===== config.mk =====
export PLATFORM = sky130hd
export DESIGN_NAME = binario_bcd_seq_flat
export DESIGN_NICKNAME = d
export VERILOG_FILES = /design/src/rtl/binario_bcd_seq_pkg.sv /design/src/rtl/binario_bcd_seq_if.sv /design/src/rtl/binario_bcd_seq_ajuste.sv /design/src/rtl/binario_bcd_seq.sv /design/src/flat_wrapper.sv
export SDC_FILE = /design/constraint.sdc
export NUM_CORES = 1
export LEC_CHECK = 0
export BUFFER_PORTS_ARGS = -buffer_cell sky130_fd_sc_hd__buf_2
export CAP_MARGIN = 20
export CORE_UTILIZATION = 58
export DETAILED_ROUTE_END_ITERATION = 10
export GPL_TIMING_DRIVEN = 0
export PLACE_DENSITY = 0.8
export SYNTH_ARGS = -nofsm -noshare
export SYNTH_HDL_FRONTEND = slang
export SYNTH_SLANG_ARGS = --single-unit

===== constraint.sdc =====
create_clock -name clock -period 1.95 [get_ports clock]
set_input_delay 0.39 -clock clock [delete_from_list [all_inputs] [get_ports clock]]
set_output_delay 0.39 -clock clock [all_outputs]
set_load 0.02 [all_outputs]

===== src/rtl/binario_bcd_seq_pkg.sv =====
// Shared types and helpers for the sequential binary-to-BCD converter.
// The FSM state encoding and a digit-count sizing helper live here.
package binario_bcd_seq_pkg;

  typedef enum logic [1:0] {
    OCIOSO   = 2'd0,
    CONVERTE = 2'd1,
    FIM      = 2'd2
  } estado_t;

  // ceil(largura * log10(2)) in integer fixed point (log10(2) ~ 0.30103)
  function automatic int digitos_min(input int largura);
    return (largura * 30103 + 99999) / 100000;
  endfunction

endpackage


===== src/rtl/binario_bcd_seq_if.sv =====
// Start/ready handshake and result bus of the binary-to-BCD converter.
// The master drives the request; the slave (the converter) returns the result.
interface binario_bcd_seq_if #(
  parameter int LARGURA = 32,
  parameter int DIGITOS = 10
);
  logic                   inicio;
  logic [LARGURA-1:0]     binario;
  logic                   com_sinal;
  logic                   ocupado;
  logic                   pronto;
  logic [4*DIGITOS-1:0]   bcd;
  logic                   negativo;
  logic                   estouro;

  modport master (
    output inicio, binario, com_sinal,
    input  ocupado, pronto, bcd, negativo, estouro
  );

  modport slave (
    input  inicio, binario, com_sinal,
    output ocupado, pronto, bcd, negativo, estouro
  );
endinterface


===== src/rtl/binario_bcd_seq_ajuste.sv =====
// Per-digit add-3 correction used by the shift-and-add-3 step.
module bcd_ajuste (
  input  logic [3:0] entrada,
  output logic [3:0] saida
);
  assign saida = (entrada >= 4'd5) ? entrada + 4'd3 : entrada;
endmodule


===== src/rtl/binario_bcd_seq.sv =====
// Sequential binary-to-BCD converter: one shift-and-add-3 step per clock,
// with sign/magnitude handling, overflow flag and start/ready handshake.
module binario_bcd_seq
  import binario_bcd_seq_pkg::*;
#(
  parameter int LARGURA = 32,
  parameter int DIGITOS = 10
) (
  input logic              clock,
  input logic              reset,
  binario_bcd_seq_if.slave bus
);

  localparam int CW = $clog2(LARGURA + 1);
  localparam logic [CW-1:0] ULTIMO = CW'(LARGURA - 1);

  estado_t              estado, proximo;
  logic                 carga, passo;
  logic [CW-1:0]        contador;
  logic [LARGURA-1:0]   magnitude;
  logic [4*DIGITOS-1:0] digitos, ajustados, digitos_prox;
  logic                 ovf_int, ovf_prox, neg_int;
  logic [4*DIGITOS-1:0] bcd_q;
  logic                 neg_q, est_q;
  logic                 neg_entrada;
  logic [LARGURA-1:0]   mag_entrada;

  for (genvar k = 0; k < DIGITOS; k++) begin : g_ajuste
    bcd_ajuste u_ajuste (
      .entrada (digitos[4*k +: 4]),
      .saida   (ajustados[4*k +: 4])
    );
  end

  // The bit leaving the top digit means the value needs more than DIGITOS digits.
  assign digitos_prox = {ajustados[4*DIGITOS-2:0], magnitude[LARGURA-1]};
  assign ovf_prox     = ovf_int | ajustados[4*DIGITOS-1];

  assign neg_entrada  = bus.com_sinal & bus.binario[LARGURA-1];
  assign mag_entrada  = neg_entrada ? (LARGURA'(0) - bus.binario) : bus.binario;

  always_ff @(posedge clock) begin
    if (reset) estado <= OCIOSO;
    else       estado <= proximo;
  end

  always_comb begin
    proximo = estado;
    carga   = 1'b0;
    passo   = 1'b0;
    case (estado)
      OCIOSO: begin
        if (bus.inicio) begin
          carga   = 1'b1;
          proximo = CONVERTE;
        end
      end
      CONVERTE: begin
        passo = 1'b1;
        if (contador == ULTIMO) proximo = FIM;
      end
      FIM: begin
        if (bus.inicio) begin
          carga   = 1'b1;
          proximo = CONVERTE;
        end else begin
          proximo = OCIOSO;
        end
      end
      default: proximo = OCIOSO;
    endcase
  end

  // Results are copied out only on the final step, so outputs never show partial work.
  always_ff @(posedge clock) begin
    if (reset) begin
      contador  <= '0;
      magnitude <= '0;
      digitos   <= '0;
      ovf_int   <= 1'b0;
      neg_int   <= 1'b0;
      bcd_q     <= '0;
      neg_q     <= 1'b0;
      est_q     <= 1'b0;
    end else if (carga) begin
      contador  <= '0;
      magnitude <= mag_entrada;
      digitos   <= '0;
      ovf_int   <= 1'b0;
      neg_int   <= neg_entrada;
    end else if (passo) begin
      contador  <= contador + CW'(1);
      magnitude <= magnitude << 1;
      digitos   <= digitos_prox;
      ovf_int   <= ovf_prox;
      if (contador == ULTIMO) begin
        bcd_q <= digitos_prox;
        est_q <= ovf_prox;
        neg_q <= neg_int;
      end
    end
  end

  assign bus.ocupado  = (estado == CONVERTE);
  assign bus.pronto   = (estado == FIM);
  assign bus.bcd      = bcd_q;
  assign bus.negativo = neg_q;
  assign bus.estouro  = est_q;

endmodule


===== src/flat_wrapper.sv =====
// flat-port wrapper written by rule: the top's interface ports become plain ports
module binario_bcd_seq_flat import binario_bcd_seq_pkg::*;
#(
  parameter int LARGURA = 32,
  parameter int DIGITOS = 10
)
  (clock, reset, bus_inicio, bus_binario, bus_com_sinal, bus_ocupado, bus_pronto, bus_bcd, bus_negativo, bus_estouro);
  binario_bcd_seq_if #(.LARGURA(LARGURA), .DIGITOS(DIGITOS)) bus_i ();
  input logic clock;
  input logic reset;
  input wire logic [$bits(bus_i.inicio)-1:0] bus_inicio;
  input wire logic [$bits(bus_i.binario)-1:0] bus_binario;
  input wire logic [$bits(bus_i.com_sinal)-1:0] bus_com_sinal;
  output wire logic [$bits(bus_i.ocupado)-1:0] bus_ocupado;
  output wire logic [$bits(bus_i.pronto)-1:0] bus_pronto;
  output wire logic [$bits(bus_i.bcd)-1:0] bus_bcd;
  output wire logic [$bits(bus_i.negativo)-1:0] bus_negativo;
  output wire logic [$bits(bus_i.estouro)-1:0] bus_estouro;
  assign bus_i.inicio = bus_inicio;
  assign bus_i.binario = bus_binario;
  assign bus_i.com_sinal = bus_com_sinal;
  assign bus_ocupado = bus_i.ocupado;
  assign bus_pronto = bus_i.pronto;
  assign bus_bcd = bus_i.bcd;
  assign bus_negativo = bus_i.negativo;
  assign bus_estouro = bus_i.estouro;
  binario_bcd_seq #(.LARGURA(LARGURA), .DIGITOS(DIGITOS)) u_core (.clock(clock), .reset(reset), .bus(bus_i));
endmodule

==> results.md, run 1 <==
* Outcome: finished clean
* Worst path max stage delay at 0.51 ns
* Layout cell share with drive strength beyond 1 at 18.7%
* Share of the synthesized area in the top cell type at 39.4%
* Worst Reg2Reg Path Length in Cells at 7
* N_diodes at 0
* # nets final at 939
* Worst setup margin at 0.0530 ns
* Htree depth at 4
* Most frequent cells in the layout: nand2_1 (140), dfxtp_1 (121), a21oi_1 (90)
* Initial antenna violation count at 0
* Post-Route WL at 17.6 mm
* Clock Tree Root: clkbuf_8
* Ys Warns at 0
* CP most frequent cell: buf_12
* Setup tns final at 0 ns
* Leakage power at 0.00291 uW
* CP Data Arrival Time at 2.28 ns
* Crit path launch type: register
* Cells after Synth at 782
* Area grow syn2layout at 20.2%
* CP max FO at 10
* Util after Layout at 72.7%
* Routability Congestion at 0.862
* Clock Sinks at 124
* Clk pwr share at 48.4%
* DR DRC count at 0
* CP top delay family: simple AND/OR/NAND/NOR gates
* Final HPWL DP at 12.0 mm
* Sequential group share of total power at 41.2%
* Worst EP required at 2.33 ns
* Largest net degree at the start of global routing at 17
* Crit path from: u_core.estado[1]
* Dpl ws at -0.449 ns
* Port bufs at 78
* Ys flop type: dfxtp_1
* Worst-Skew Late Latency at 0.53 ns
* All-Layer GR Usage at 31.9%
* Fin. Hold Viols at 0
* Worst path buffer plus inverter count at 3
* Fmax at 527 MHz
* Top cells by area, synth: dfxtp_1 (39%), nand2_1 (8.4%), a21oi_1 (7.1%)
* Final setup viols at 0
* Die area at 0.0113 mm2
* Reg2reg end: u_core.bus.bcd[27]
* TritonCTS clock tree: built
* Net switching power at 1650 uW
* Tmin final at 1.90 ns
* Vias per cell at 5.94
* Hold Path Depth at 3
* Wire per inst at 17.1 um
* First-pass GRT wire length at 28.2 mm
* Crit. End Element: register
* Row count at 37
* Clk_skew at 0.00624 ns
* Clk slew on worst S/H paths at 0.06 ns
* Post-synth EDFFs at 0
* Via count at 6118
* Die Span Y at 106 um
* Slew Limit Fails at 0
* CP Cell Sequence: nand2b_4 -> buf_12 -> or4_4 -> buf_6 -> buf_12 -> a211oi_2 -> nor3_1
* Switching part of the total power at 25.3%
* MaxCap Viol Count at 0
* Ys async rst share at 0%
* Routed Antenna Nets at 0
* Power share of the combinational group at 10.4%
* First DRT Iteration DRCs at 456
* Syn avg cell area at 8.06 um2
* R2r startpoint: u_core.estado[1]
* Seq/Total Area, Yosys at 39.4%
* Post-Syn Area at 0.00630 mm2
* Hold_sp: bus_binario[28]
* Distinct cells, synth at 47
* Setup slack, reg-to-reg at 0.05 ns
* Drt pass-1 iters at 7
* GRT overflow at 0
* Maximum vdd drop at 0.724 mV
* Num CTS Buffers at 17
* Worst setup endpoint: u_core.bus.bcd[27]
* Hold_ws at 0.166 ns
* Num ports at 80
* Initial Util at 60.5%
* Pwr dens at 858 mW/mm2
* CP max-delay cell: or4_4
* Worst slew pin tran at 0.804 ns
* CTS max path bufs at 2
* Internal power at 4850 uW
* Yosys reg bits at 124
* Yosys top cell by area: dfxtp_1
* Placed Cells at 996
* Levels on crit path at 7
* Die width at 106 um
* Period utilization at 97.3%
* Setup Crit Path Kind: register to register
* Hold WC Path Type: primary input to register
* Vias in the first global route at 5979
* Max_slew headroom at 46.4%
* Fillers at 788
* Synth Net Count at 840
* Commonest non-fill, non-tap cell in the layout: nand2_1
* Fin cells at 1030
* Cts hold-fix bufs at 0
* Core ar. at 0.0104 mm2
## power groups by stage
stage	Clock [uW]	Sequential (uW)	Combinational, uW
6_report	3150	2670	678
5_1_grt	3270	2680	741
4_1_cts	3160	2670	677
3_5_place_dp	0	2720	635
3_3_place_gp	0	2720	608
2_1_floorplan	0	2710	423
## cell usage after synthesis (all sizes together) (11+ instances only)
cell type and instances:
a311oi 11, ha 22, o21ai 26, nand2b 14, buf 17, a211oi 32, nor3b 22, a21oi 90
nor2 68, nand2 141, dfxtp 124, nand3 16, nor3 17, xnor2 15, clkbuf 31, mux2i 19
inv 25, xor2 25
## cells by family (layout without fill, tap and decap cells)
group / count (synthesis) / in the layout / synth area share (%)
AND/OR/NAND/NOR: 306 / 306 / 23.0
buffers and inverters: 74 / 186 / 4.69
XOR/XNOR: 40 / 40 / 5.56
multiplexers: 20 / 20 / 3.20
adder cells (fa/ha/maj): 22 / 22 / 4.37
AO/OA/AOI/OAI: 196 / 196 / 19.8
flip-flops: 124 / 124 / 39.4
## area by class of cell
cell class                      count  area [um2]  share of cell area (%)
Tap cell                          136         170                    2.25
Buffer                             46         238                    3.14
Sequential cell                   124        2490                    32.9
Timing Repair Buffer               82         435                    5.75
Multi-Input combinational cell    584        3550                    46.8
Inverter                           26         105                    1.39
Clock buffer                       19         442                    5.83
Clock inverter                     13         148                    1.95
## sequential cells by signal, summed over array words and instances, names as in the netlist
| name | count |
|---|---|
| u_core.bus.bcd | 40 |
| u_core.ovf_int | 1 |
| u_core.digitos | 40 |
| u_core.contador | 6 |
| u_core.estado | 2 |
| u_core.bus.estouro | 1 |
| u_core.neg_int | 1 |
| u_core.magnitude | 32 |
| u_core.bus.negativo | 1 |
## repair_timing
action,in CTS,in global routing
setup buffers,2,2
gates cloned,0,0
gates resized for setup,31,15
pin swaps,3,1
endpoints found under the setup margin,59,68
## per-stage QoR
stage | instance area (um2) | power [uW]
after detailed placement | 6860 | 3360
after floorplan | 6300 | 3130
final | 7570 | 6500
after CTS | 7570 | 6510
after global routing | 7570 | 6690
after global placement | 6860 | 3330
## worst min path at each step
stage	endpoint	slack [ns]
final	u_core.magnitude[28]	0.17
after global routing	u_core.magnitude[28]	0.20
after CTS	u_core.magnitude[28]	0.15
after detailed placement	u_core.bus.bcd[37]	0.44
after global placement	u_core.bus.bcd[10]	0.44
after floorplan	u_core.bus.negativo	0.43
## per-layer routing
layer / GRT usage [%] / part of all wire (%) / vias to the layer above
met3: 6.87 / 6.9 / 58
li1: - / - / 2927
met1: 37.7 / 41 / 2856
met2: 53.9 / 48 / 277
met5: 0 / 0 / -
met4: 17.4 / 3.9 / 0
## worst register-to-register path: stages (launching register included)
cell and delay [ns]:
dfxtp_2 0.34, nand2b_4 0.18, buf_12 0.16, or4_4 0.51, buf_6 0.15, buf_12 0.15, a211oi_2 0.19, nor3_1 0.07
Power figures use the tool's default switching activity.
==> run 2: changes to the inputs <==
- CTS_BUF_LIST: not set -> sky130_fd_sc_hd__clkbuf_16
- GPL_ROUTABILITY_DRIVEN: not set -> 1
==> results.md, run 2 (synthesis results as in run 1) <==
* Worst slew pin tran at 0.787 ns
* Leakage power at 0.00291 uW
* Vias per cell at 5.97
* Fmax at 515 MHz
* Worst setup margin at 0.00708 ns
* Period utilization at 99.6%
* Die width at 106 um
* Worst-Skew Late Latency at 0.43 ns
* Dpl ws at -0.449 ns
* CP max FO at 10
* Die Span Y at 106 um
* Max_slew headroom at 47.6%
* Commonest non-fill, non-tap cell in the layout: nand2_1
* Htree depth at 4
* TritonCTS clock tree: built
* Fillers at 779
* Slew Limit Fails at 0
* Via count at 6160
* Worst EP required at 2.22 ns
* Layout cell share with drive strength beyond 1 at 18.5%
* Clock Tree Root: clkbuf_16
* Core ar. at 0.0104 mm2
* Fin cells at 1032
* Fin. Hold Viols at 0
* Setup Crit Path Kind: register to register
* Crit. End Element: register
* Clock Sinks at 124
* Num CTS Buffers at 17
* Hold WC Path Type: primary input to register
* Drt pass-1 iters at 5
* Multi-input gate area at 0.00355 mm2
* Outcome: finished clean
* Initial antenna violation count at 0
* Crit path launch type: register
* CTS max path bufs at 2
* Final HPWL DP at 12.0 mm
* Pwr dens at 858 mW/mm2
* First-pass GRT wire length at 28.0 mm
* Die area at 0.0113 mm2
* Placed Cells at 996
* Routability Congestion at 0.862
* Post-Route WL at 17.7 mm
* Port bufs at 78
* Maximum vdd drop at 0.627 mV
* Row count at 37
* Area grow syn2layout at 20.2%
* GRT overflow at 0
* Wire per inst at 17.2 um
* N_diodes at 0
* All-Layer GR Usage at 31.8%
* CP Data Arrival Time at 2.22 ns
* Final setup viols at 0
* Initial Util at 60.5%
* Clk slew on worst S/H paths at 0.05 ns
* Register area at 0.00249 mm2
* Vias in the first global route at 5992
* Most frequent cells in the layout: nand2_1 (140), dfxtp_1 (120), a21oi_1 (90)
* MaxCap Viol Count at 0
* Tmin final at 1.94 ns
* Num ports at 80
* Clk_skew at 0.00417 ns
* First DRT Iteration DRCs at 469
* Routed Antenna Nets at 0
* Largest net degree at the start of global routing at 17
* DR DRC count at 0
* # nets final at 941
[run 2: changes by cell type in the layout (fill, tap and decap cells not counted), sizes merged]
cell    previous run  this run
clkinv             7        10
clkbuf            53        50
inv               26        25
buf               94        97
[run 2: cell type report]
| class | count | area share (%) |
|---|---|---|
| plain buffers | 46 | 3.12 |
| clock buffers | 17 | 5.62 |
| flip-flops and latches | 124 | 32.9 |
| repair buffers | 84 | 5.83 |
| multi-input cells | 584 | 46.8 |
| well taps | 136 | 2.25 |
| clock inverters | 15 | 2.05 |
| inverters | 26 | 1.45 |
[run 2: routing by layer]
metal	GRT usage (%)	vias to the layer above	share of wire, %
li1	-	2938	-
met1	36.4	2848	40
met2	54.8	312	49
met3	6.68	62	7.5
met4	18.0	0	4.0
met5	0	-	0
[run 2: worst paths after layout]
kind	slack (ns)	to	from	depth (start not counted)
worst min register to register	0.45	u_core.bus.bcd[37]	u_core.bus.bcd[37]	2
worst max register to register	0.007	u_core.bus.bcd[27]	u_core.estado[1]	7
worst min-delay path	0.28	u_core.magnitude[28]	bus_binario[28]	3
worst max-delay path	0.007	u_core.bus.bcd[27]	u_core.estado[1]	7
[run 2: through the flow]
step / cell area [um2] / TNS (ns) / power, uW / hold slack, ns / utilization (%)
5_1_grt: 7580 / -0.429 / 6680 / 0.313 / 72.7
4_1_cts: 7540 / 0 / 6490 / 0.261 / 72.4
3_5_place_dp: 6860 / -8.48 / 3360 / 0.443 / 65.9
3_3_place_gp: 6860 / -4.85 / 3330 / 0.439 / 65.9
6_report: 7580 / 0 / 6500 / 0.277 / 72.7
2_1_floorplan: 6300 / 0 / 3130 / 0.432 / -
[run 2: worst max-delay path: stages, from the launching register on]
cell,delay [ns]
dfxtp_2,0.34
nand2b_4,0.15
buf_8,0.14
or4_1,0.54
buf_4,0.19
buf_6,0.17
a211oi_2,0.20
nor3_1,0.07
[run 2: what timing repair did]
action                     4_1_cts  5_1_grt
hold buffers                     0        0
resized for setup               27       16
pin swaps                        0        4
setup endpoints to repair       58       72
buffers inserted                 2        4
[run 2: power by group]
part / leakage, uW / internal, uW / total (uW) / switching (uW)
clock network: 0.000283 / 1980 / 3140 / 1160
registers: 0.00101 / 2620 / 2680 / 61.8
logic: 0.00162 / 254 / 691 / 437
==> run 3: changes to the inputs <==
- PLACE_DENSITY: 0.8 -> 0.85
==> results.md, run 3 (synthesis results as in run 1) <==
* Routed Antenna Nets at 0
* First-pass GRT wire length at 27.2 mm
* Clk slew on worst S/H paths at 0.06 ns
* Vias per cell at 5.94
* Pwr dens at 854 mW/mm2
* CTS max path bufs at 2
* Worst path buffer plus inverter count at 2
* CP top delay family: simple AND/OR/NAND/NOR gates
* Htree depth at 4
* N_diodes at 0
* Design Area, Final at 0.00760 mm2
* Largest net degree at the start of global routing at 17
* Most frequent cells in the layout: nand2_1 (140), dfxtp_1 (120), a21oi_1 (90)
* Port bufs at 78
* Placed Area at 0.00686 mm2
* Clock Sinks at 124
* Max_slew headroom at 54.0%
* Fmax at 535 MHz
* M3 GR Usage at 5.76%
* Slew Limit Fails at 0
* CP max FO at 10
* Met1 Resource Use GR at 38.5%
* All-Layer GR Usage at 30.7%
* Final setup viols at 0
* Fillers at 803
* Layout cell share with drive strength beyond 1 at 19.0%
* Via count at 6131
* Commonest non-fill, non-tap cell in the layout: nand2_1
* Worst Reg2Reg Path Length in Cells at 7
* Num ports at 80
* Worst setup margin at 0.0799 ns
* MaxCap Viol Count at 0
* Row count at 37
* Setup Crit Path Kind: register to register
* Area grow syn2layout at 20.6%
* Initial antenna violation count at 0
* Fin. Hold Viols at 0
* Layer with the highest usage: met2
* Leakage power at 0.00290 uW
* TritonCTS clock tree: built
* Routing usage on met2 at 50.1%
* Worst slew pin tran at 0.690 ns
* Dpl ws at -0.383 ns
* Levels on crit path at 7
* DR DRC count at 0
* Drt pass-1 iters at 5
* Hold Path Depth at 3
* Post-Route WL at 16.8 mm
* Hold WC Path Type: primary input to register
* Worst-Skew Late Latency at 0.43 ns
* Clk_skew at 0.00814 ns
* Num CTS Buffers at 17
* Die Span Y at 106 um
* Die width at 106 um
* Wire per inst at 16.3 um
* Initial Util at 60.5%
* Final Total Pwr at 6490 uW
* # nets final at 942
* Core ar. at 0.0104 mm2
* Setup tns final at 0 ns
* Worst path max stage delay at 0.48 ns
* CP Cell Sequence: ha_4 -> nand2_2 -> or4_1 -> buf_4 -> buf_6 -> a211oi_2 -> nor3_1
* Vias in the first global route at 5702
* GRT overflow at 0
* CP max-delay cell: or4_1
* Crit. End Element: register
* Crit path launch type: register
* Clock Tree Root: clkbuf_16
* Final HPWL DP at 11.1 mm
* CP Data Arrival Time at 2.15 ns
* Maximum vdd drop at 0.620 mV
* Die area at 0.0113 mm2
* Tmin final at 1.87 ns
* Period utilization at 95.9%
* Worst EP required at 2.23 ns
* Outcome: finished clean
* First DRT Iteration DRCs at 506
* Routability Congestion at 0.871
-- run 3: stage by stage --
step	util (%)	hold WS (ns)	std cells
2_1_floorplan	-	0.432	782
3_3_place_gp	65.9	0.440	996
3_5_place_dp	65.9	0.444	996
4_1_cts	72.5	0.264	1030
5_1_grt	73.0	0.311	1033
6_report	73.0	0.278	1033
-- run 3: final cells by class --
class / instances / area, um2 / area share (%)
plain buffers: 46 / 239 / 3.14
clock buffers: 17 / 425 / 5.59
clock inverters: 15 / 164 / 2.16
inverters: 26 / 110 / 1.45
multi-input cells: 584 / 3560 / 46.8
flip-flops and latches: 124 / 2490 / 32.7
well taps: 136 / 170 / 2.24
repair buffers: 85 / 449 / 5.91
-- run 3: worst reg2reg max path: stages, from the launching register on --
cell and delay (ns):
dfxtp_2 0.39, ha_4 0.17, nand2_2 0.09, or4_1 0.48, buf_4 0.17, buf_6 0.16
a211oi_2 0.22, nor3_1 0.06
-- run 3: metal layers --
layer | wire, um | part of all wire [%]
met1 | 7120 | 42
met4 | 556 | 3.3
met3 | 1210 | 7.2
met5 | 0 | 0
met2 | 7960 | 47
-- run 3: timing repair --
item                                   in CTS  in global routing
buffers inserted                            2                  5
setup endpoints to repair                  68                 79
resized for setup                          26                 16
hold buffers                                0                  0
endpoints found under the hold margin       0                  0
pin swaps                                   0                  1
-- run 3: final timing paths --
| path | startpoint | slack, ns | end |
|---|---|---|---|
| hold reg to reg | u_core.bus.bcd[22] | 0.45 | u_core.bus.bcd[22] |
| setup / recovery | u_core.contador[0] | 0.08 | u_core.bus.bcd[31] |
| setup reg to reg | u_core.contador[0] | 0.08 | u_core.bus.bcd[31] |
| hold / removal | bus_binario[30] | 0.28 | u_core.magnitude[30] |
-- run 3: report_power, final --
part / internal, uW / leakage, uW / total [uW] / switching (uW)
logic: 252 / 0.00162 / 676 / 424
registers: 2610 / 0.00101 / 2680 / 61.7
clock network: 1900 / 0.000273 / 3140 / 1240
total: 4760 / 0.00290 / 6490 / 1730
